--- src/rtl/convpress_ctrl_pkg_d1.sv ---
`default_nettype none
// ============================================================================
// Module      : convpress_ctrl_pkg_d1
// Description : Shared state encoding and default latencies for the d1 node
//               sequencing controller.
// Revision    : 1.0
// ============================================================================
package convpress_ctrl_pkg_d1;

    localparam int DEF_ADDR_SZ  = 6;
    localparam int DEF_PIPE_LAT = 3;
    localparam int DEF_N2_LAT   = 1;
    localparam int DEF_CNT_W    = DEF_ADDR_SZ + 1;

    typedef enum logic [2:0] {
        ST_IDLE  = 3'd0,
        ST_COEF  = 3'd1,
        ST_ISSUE = 3'd2,
        ST_DRAIN = 3'd3,
        ST_WRITE = 3'd4,
        ST_DONE  = 3'd5
    } state_t;

    // One extra bit so a full 2^ADDR_SZ block count is representable.
    function automatic int cnt_width(input int addr_sz);
        return addr_sz + 1;
    endfunction

endpackage
`default_nettype wire

--- src/rtl/convpress_vshift_d1.sv ---
`default_nettype none
// ============================================================================
// Module      : convpress_vshift_d1
// Description : Valid shift register tracking issued NBin reads down the node
//               pipeline; taps give the SB fetch and accumulate strobes.
// Revision    : 1.0
// ============================================================================
module convpress_vshift_d1 #(
    parameter int DEPTH = 3
) (
    input  logic clk,
    input  logic rst,
    input  logic i_valid,
    output logic o_sb_rd,
    output logic o_acc_en
);

    logic [DEPTH-1:0] tap_q;

    always_ff @(posedge clk) begin
        if (rst) begin
            tap_q <= '0;
        end else begin
            tap_q <= {tap_q[DEPTH-2:0], i_valid};
        end
    end

    assign o_sb_rd  = tap_q[0];
    assign o_acc_en = tap_q[DEPTH-1];

endmodule
`default_nettype wire

--- src/rtl/convpress_ctrl_d1.sv ---
`default_nettype none
// ============================================================================
// Module      : convpress_ctrl_d1
// Description : Sequencing controller for one convpress d1 node: walks output
//               blocks, issues input blocks, schedules seed and write-back.
// Revision    : 1.0
// ============================================================================
module convpress_ctrl_d1
    import convpress_ctrl_pkg_d1::*;
#(
    parameter int ADDR_SZ  = DEF_ADDR_SZ,
    parameter int PIPE_LAT = DEF_PIPE_LAT,
    parameter int N2_LAT   = DEF_N2_LAT
) (
    input  logic               clk,
    input  logic               rst,
    input  logic               i_start,
    input  logic [ADDR_SZ:0]   i_num_in,
    input  logic [ADDR_SZ:0]   i_num_out,
    input  logic               i_accum,
    input  logic               i_last,
    input  logic               i_coef,
    output logic [ADDR_SZ-1:0] o_nbin_addr,
    output logic               o_nbin_ren,
    output logic               o_sb_rd,
    output logic [ADDR_SZ-1:0] o_nbout_addr,
    output logic               o_nbout_wen,
    output logic               o_n1_n2_to_nbout,
    output logic               o_load_nbout,
    output logic               o_psum_clr,
    output logic               o_acc_en,
    output logic               o_load_coef,
    output logic               o_busy,
    output logic               o_done,
    output logic               o_err
);

    localparam int CNT_W = cnt_width(ADDR_SZ);
    // Wide enough for a cycle index within one block (K + drain).
    localparam int REL_W = $clog2((2**ADDR_SZ) + PIPE_LAT + N2_LAT + 1);

    localparam logic [CNT_W-1:0] CNT_ONE     = CNT_W'(1);
    localparam logic [REL_W-1:0] REL_ONE     = REL_W'(1);
    localparam logic [REL_W-1:0] SEED_RD_REL = REL_W'(PIPE_LAT - 2);
    localparam logic [REL_W-1:0] SEED_REL    = REL_W'(PIPE_LAT - 1);
    localparam logic [REL_W-1:0] DRAIN_N1    = REL_W'(PIPE_LAT - 2);
    localparam logic [REL_W-1:0] DRAIN_N2    = REL_W'(PIPE_LAT - 2 + N2_LAT);

    state_t             state_q, state_d;
    logic [CNT_W-1:0]   in_q, in_d;
    logic [CNT_W-1:0]   out_q, out_d;
    logic [CNT_W-1:0]   k_q, k_d;
    logic [CNT_W-1:0]   m_q, m_d;
    logic [REL_W-1:0]   drain_q, drain_d;
    logic               accum_q, accum_d;
    logic               last_q, last_d;
    logic               err_d;

    logic [REL_W-1:0]   rel_d;
    logic               run_d;
    logic               seed_rd_d;
    logic               seed_d;

    logic [ADDR_SZ-1:0] nbin_addr_q;
    logic               nbin_ren_q;
    logic [ADDR_SZ-1:0] nbout_addr_q;
    logic               nbout_wen_q;
    logic               n2_sel_q;
    logic               load_nbout_q;
    logic               psum_clr_q;
    logic               load_coef_q;
    logic               busy_q;
    logic               done_q;
    logic               err_q;

    always_comb begin
        state_d = state_q;
        in_d    = in_q;
        out_d   = out_q;
        drain_d = drain_q;
        k_d     = k_q;
        m_d     = m_q;
        accum_d = accum_q;
        last_d  = last_q;
        err_d   = 1'b0;

        unique case (state_q)
            ST_IDLE: begin
                if (i_start) begin
                    if ((i_num_in == '0) || (i_num_out == '0)) begin
                        err_d = 1'b1;
                    end else begin
                        k_d     = i_num_in;
                        m_d     = i_num_out;
                        accum_d = i_accum;
                        last_d  = i_last;
                        in_d    = '0;
                        out_d   = '0;
                        drain_d = '0;
                        state_d = i_coef ? ST_COEF : ST_ISSUE;
                    end
                end
            end
            ST_COEF: state_d = ST_ISSUE;
            ST_ISSUE: begin
                // in_q holds at K-1 after the block so the address never wraps.
                if (in_q == (k_q - CNT_ONE)) begin
                    drain_d = '0;
                    state_d = ST_DRAIN;
                end else begin
                    in_d = in_q + CNT_ONE;
                end
            end
            ST_DRAIN: begin
                if (drain_q == (last_q ? DRAIN_N2 : DRAIN_N1)) begin
                    state_d = ST_WRITE;
                end else begin
                    drain_d = drain_q + REL_ONE;
                end
            end
            ST_WRITE: begin
                if (out_q == (m_q - CNT_ONE)) begin
                    state_d = ST_DONE;
                end else begin
                    out_d   = out_q + CNT_ONE;
                    in_d    = '0;
                    state_d = ST_ISSUE;
                end
            end
            ST_DONE: state_d = ST_IDLE;
            default: state_d = ST_IDLE;
        endcase
    end

    // Cycle index since the block's first issue, seen in the upcoming cycle.
    always_comb begin
        rel_d = '0;
        if (state_d == ST_ISSUE) begin
            rel_d = REL_W'(in_d);
        end else if (state_d == ST_DRAIN) begin
            rel_d = REL_W'(k_d) + drain_d;
        end
        run_d     = (state_d == ST_ISSUE) || (state_d == ST_DRAIN);
        seed_rd_d = run_d && accum_d && (rel_d == SEED_RD_REL);
        seed_d    = run_d && (rel_d == SEED_REL);
    end

    always_ff @(posedge clk) begin
        if (rst) begin
            state_q      <= ST_IDLE;
            in_q         <= '0;
            out_q        <= '0;
            drain_q      <= '0;
            k_q          <= '0;
            m_q          <= '0;
            accum_q      <= 1'b0;
            last_q       <= 1'b0;
            nbin_addr_q  <= '0;
            nbin_ren_q   <= 1'b0;
            nbout_addr_q <= '0;
            nbout_wen_q  <= 1'b0;
            n2_sel_q     <= 1'b0;
            load_nbout_q <= 1'b0;
            psum_clr_q   <= 1'b0;
            load_coef_q  <= 1'b0;
            busy_q       <= 1'b0;
            done_q       <= 1'b0;
            err_q        <= 1'b0;
        end else begin
            state_q      <= state_d;
            in_q         <= in_d;
            out_q        <= out_d;
            drain_q      <= drain_d;
            k_q          <= k_d;
            m_q          <= m_d;
            accum_q      <= accum_d;
            last_q       <= last_d;
            nbin_ren_q   <= (state_d == ST_ISSUE);
            nbin_addr_q  <= (state_d == ST_ISSUE) ? in_d[ADDR_SZ-1:0] : '0;
            nbout_wen_q  <= (state_d == ST_WRITE);
            n2_sel_q     <= (state_d == ST_WRITE) && last_d;
            nbout_addr_q <= ((state_d == ST_WRITE) || seed_rd_d) ? out_d[ADDR_SZ-1:0] : '0;
            load_nbout_q <= seed_d && accum_d;
            psum_clr_q   <= seed_d && !accum_d;
            load_coef_q  <= (state_d == ST_COEF);
            busy_q       <= run_d || (state_d == ST_COEF) || (state_d == ST_WRITE);
            done_q       <= (state_d == ST_DONE);
            err_q        <= err_d;
        end
    end

    convpress_vshift_d1 #(
        .DEPTH (PIPE_LAT)
    ) u_vshift (
        .clk      (clk),
        .rst      (rst),
        .i_valid  (nbin_ren_q),
        .o_sb_rd  (o_sb_rd),
        .o_acc_en (o_acc_en)
    );

    assign o_nbin_addr      = nbin_addr_q;
    assign o_nbin_ren       = nbin_ren_q;
    assign o_nbout_addr     = nbout_addr_q;
    assign o_nbout_wen      = nbout_wen_q;
    assign o_n1_n2_to_nbout = n2_sel_q;
    assign o_load_nbout     = load_nbout_q;
    assign o_psum_clr       = psum_clr_q;
    assign o_load_coef      = load_coef_q;
    assign o_busy           = busy_q;
    assign o_done           = done_q;
    assign o_err            = err_q;

endmodule
`default_nettype wire

--- config.mk ---
export PLATFORM = sky130hd
export DESIGN_NAME = convpress_ctrl_d1
export DESIGN_NICKNAME = d
export VERILOG_FILES = /design/src/rtl/convpress_ctrl_pkg_d1.sv /design/src/rtl/convpress_vshift_d1.sv /design/src/rtl/convpress_ctrl_d1.sv
export SDC_FILE = /design/constraint.sdc
export NUM_CORES = 1
export LEC_CHECK = 0
export BUFFER_PORTS_ARGS = -buffer_cell sky130_fd_sc_hd__clkbuf_2
export CORE_ASPECT_RATIO = 1.2
export CORE_MARGIN = 5
export CORE_UTILIZATION = 40
export CTS_BUF_LIST = sky130_fd_sc_hd__clkbuf_2
export DETAILED_ROUTE_END_ITERATION = 10
export PLACE_DENSITY_LB_ADDON = 0.12
export SLEW_MARGIN = 40
export SYNTH_ARGS = -nofsm -noshare
export SYNTH_HDL_FRONTEND = slang
export SYNTH_SLANG_ARGS = --single-unit
--- constraint.sdc ---
create_clock -name clk -period 4 [get_ports clk]
set_input_delay 0.6 -clock clk [delete_from_list [all_inputs] [get_ports clk]]
set_output_delay 0.6 -clock clk [all_outputs]
set_load 0.05 [all_outputs]
==> impl_metrics.json <==
{
  "pre_cts_slack_ns": -0.3090,
  "drtPass1Iterations": 4,
  "dieArea_mm2": 0.01093,
  "total_power_w": 0.001377,
  "syn_area_mm2": 0.003573,
  "rsz0062_at_grt": "yes",
  "synth_top_area_share_pct": 35.85,
  "final_antenna_net_count": 0,
  "initial_core_util_pct": 41.28,
  "drv_slew": 0,
  "clock_latency_ns": 0.53,
  "leakage_nw": 1.978,
  "yosys.area.top_type": "dfxtp_1",
  "cap_violations": 0,
  "synthFlopType": "dfxtp_1",
  "drc_errors": 0,
  "hp-class": "input port to flop",
  "syn2layout_area_growth_pct": 26.16,
  "synth_edf_count": 0,
  "end_kind": "flop",
  "status": "finished with violations",
  "core_mm2": 0.008657,
  "rr_worst_depth": 21,
  "path_buf_inv": 2,
  "rrSetupSlack_ns": -0.29,
  "antenna_found_initial": 0,
  "grt_pass1_vias": 3287,
  "finalCriticalPeriod_ns": 4.293,
  "fillCellCount": 864,
  "hold_path_depth": 3,
  "syn-num-nets": 462,
  "synth.avg_cell_area_um2": 8.310,
  "async_flop_share_pct": 0,
  "cts_tree": "yes",
  "ys_seq_elements": 64,
  "finalHoldViolations": 0,
  "fp-row-count": 37,
  "crit_slowest_cell": "or4_4",
  "cts_root_buf": "clkbuf_2",
  "ys_top_cells_by_count": "64 x dfxtp_1, 56 x nand2_1, 44 x nor2_1",
  "synth.most_common_cell": "dfxtp_1",
  "crit_chain": "inv_2 -> ha_4 -> buf_6 -> xnor2_2 -> xnor2_1 -> nor4_2 -> o211a_1 -> o21bai_2 -> nand2b_4 -> nand2_2 -> o21ai_2 -> ha_2 -> fa_2 -> a21o_1 -> a21oi_2 -> a21oi_1 -> or4_4 -> a2111oi_4 -> and4b_2 -> nor3_2 -> nor4_2",
  "vias_per_cell": 5.300,
  "grt_pass1_wl_um": 15590,
  "violations": "negative setup slack",
  "synth_cell_types": 68,
  "cts.reportedPaths.clkPinSlew_ns": 0.19,
  "ys_seq_area_share_pct": 35.85,
  "fin_nets": 551,
  "timing.fmax_ghz": 0.2329,
  "hold_ws_ns": 0.2885,
  "cp.depth": 21,
  "finalCritPeriodShare_pct": 107.3,
  "grt_overflow": 0,
  "globalplace.congestion": 0.8073,
  "track_usage_pct": 18.36,
  "postCtsHoldBufs": 0,
  "critPathMaxStageDelay_ns": 0.43,
  "syn_inst": 430,
  "vdd_drop_max_uv": 146.5,
  "dp_hpwl_um": 7298,
  "port_buffers": 42,
  "setup_viol": 8,
  "crit_top_cell": "nor4_2",
  "crit_path_max_fanout": 4,
  "drive_above_1_share_pct": 30.92,
  "cp.arrival_ns": 4.74,
  "die_h_um": 113.5,
  "drt_iter0_drc": 175,
  "clock_path_buffers": 2,
  "fin_ws_ns": -0.2928,
  "wire_per_inst_um": 14.83,
  "yosysWarnings": 0,
  "tns_ns": -2.192,
  "worstPathRequired_ns": 4.45,
  "die_x_um": 96.28,
  "grt_max_degree": 33,
  "critPathLaunchType": "flop",
  "ios": 43,
  "dr_total_vias": 3397,
  "timing.slew.headroom_pct": 54.27,
  "htree_levels": 3,
  "synth_area_leaders": "dfxtp_1 36%, nand2_1 5.9%, nor2_1 4.6%, a21oi_1 4.2%, xnor2_1 3.9%",
  "path_class": "flop to flop",
  "skew_ns": 0.02640,
  "diodes": 0,
  "cts_sinks": 64,
  "wirelength_um": 9503,
  "worstMarginPinSlew_ns": 0.6860,
  "power_density_mw_per_mm2": 305.5,
  "cts_buffers": 9,
  "critPathTopFamily": "simple AND/OR/NAND/NOR gates",
  "fin_util_pct": 52.07
}
==> through the flow <==
| stage | instance area, um^2 | std cells |
|---|---|---|
| floorplan | 3611 | 430 |
| global placement | 4269 | 619 |
| detailed placement | 4269 | 619 |
| CTS | 4468 | 638 |
| global route | 4508 | 641 |
| finish | 4508 | 641 |
==> worst register-to-register path, delay by kind of cell, from the launching register on <==
kind                     cells  cell delay, ns
flip-flops                   1            0.38
buffers and inverters        2            0.16
AND/OR/NAND/NOR              7            1.64
adder cells (fa/ha/maj)      3            0.68
AO/OA/AOI/OAI                7            1.09
XOR/XNOR                     2            0.25
==> power by group <==
part	internal, W	switching, W	total [W]	leakage, nW
Combinational	0.000142	0.000179	0.000321	1.39
Sequential	0.000658	0.0000160	0.000674	0.520
Clock	0.000143	0.000239	0.000382	0.0677
==> final cells by class <==
cell class / instances / area (um^2) / share of cell area, %
multi-input cells: 332 / 2270 / 50.35
clock inverters: 6 / 60.06 / 1.332
flip-flops and latches: 64 / 1284 / 28.48
inverters: 11 / 41.29 / 0.9159
repair buffers: 101 / 656.9 / 14.57
clock buffers: 10 / 50.05 / 1.110
well taps: 117 / 146.4 / 3.247
==> timing repair <==
action	4_1_cts	5_1_grt
endpoints found under the setup margin	8	8
buffers inserted	3	3
hold endpoints to repair	0	0
pin swaps	7	7
gates resized for setup	16	4
==> final timing paths <==
check / start / endpoint
setup / recovery: k_q[0] / o_load_nbout
hold / removal: i_num_out[2] / m_q[2]
setup reg to reg: k_q[0] / o_load_nbout
hold reg to reg: u_vshift.tap_q[1] / u_vshift.tap_q[2]
==> sequential cells by signal (all words and copies together) (netlist names), named ones only <==
name              count
k_q                   7
o_nbout_addr          6
o_done                1
drain_q               6
u_vshift.tap_q        3
o_psum_clr            1
accum_q               1
o_n1_n2_to_nbout      1
in_q                  7
o_nbout_wen           1
o_load_coef           1
o_busy                1
o_nbin_addr           6
o_err                 1
state_q               3
m_q                   7
o_load_nbout          1
o_nbin_ren            1
last_q                1
out_q                 7
==> metal layers <==
metal | track usage [%] | wire length [um]
met1 | 21.05 | 3894
met2 | 32.52 | 5029
met3 | 3.694 | 358
met4 | 7.590 | 220
met5 | 0 | 0
==> logic make-up after synthesis <==
kind of cell | share of synthesized area [%]
adders and majority gates | 4.412
and+or+nand+nor | 27.35
buffers and inverters | 3.851
xor gates and xnor gates | 6.267
DFF | 35.85
AOI/OAI and AO/OA | 20.45
muxes | 1.821
==> placed cells by master, fill, tap and decap left out, types with 9 or more instances in the layout <==
master     n
nand3_1    9
dfxtp_1   62
buf_4     58
nor2_1    44
o21ai_0   12
clkbuf_2  52
nand2_1   55
ha_1       9
xnor2_1   15
inv_1      9
nor2b_1   22
a21oi_1   28
(Power assumes the default switching activity.)
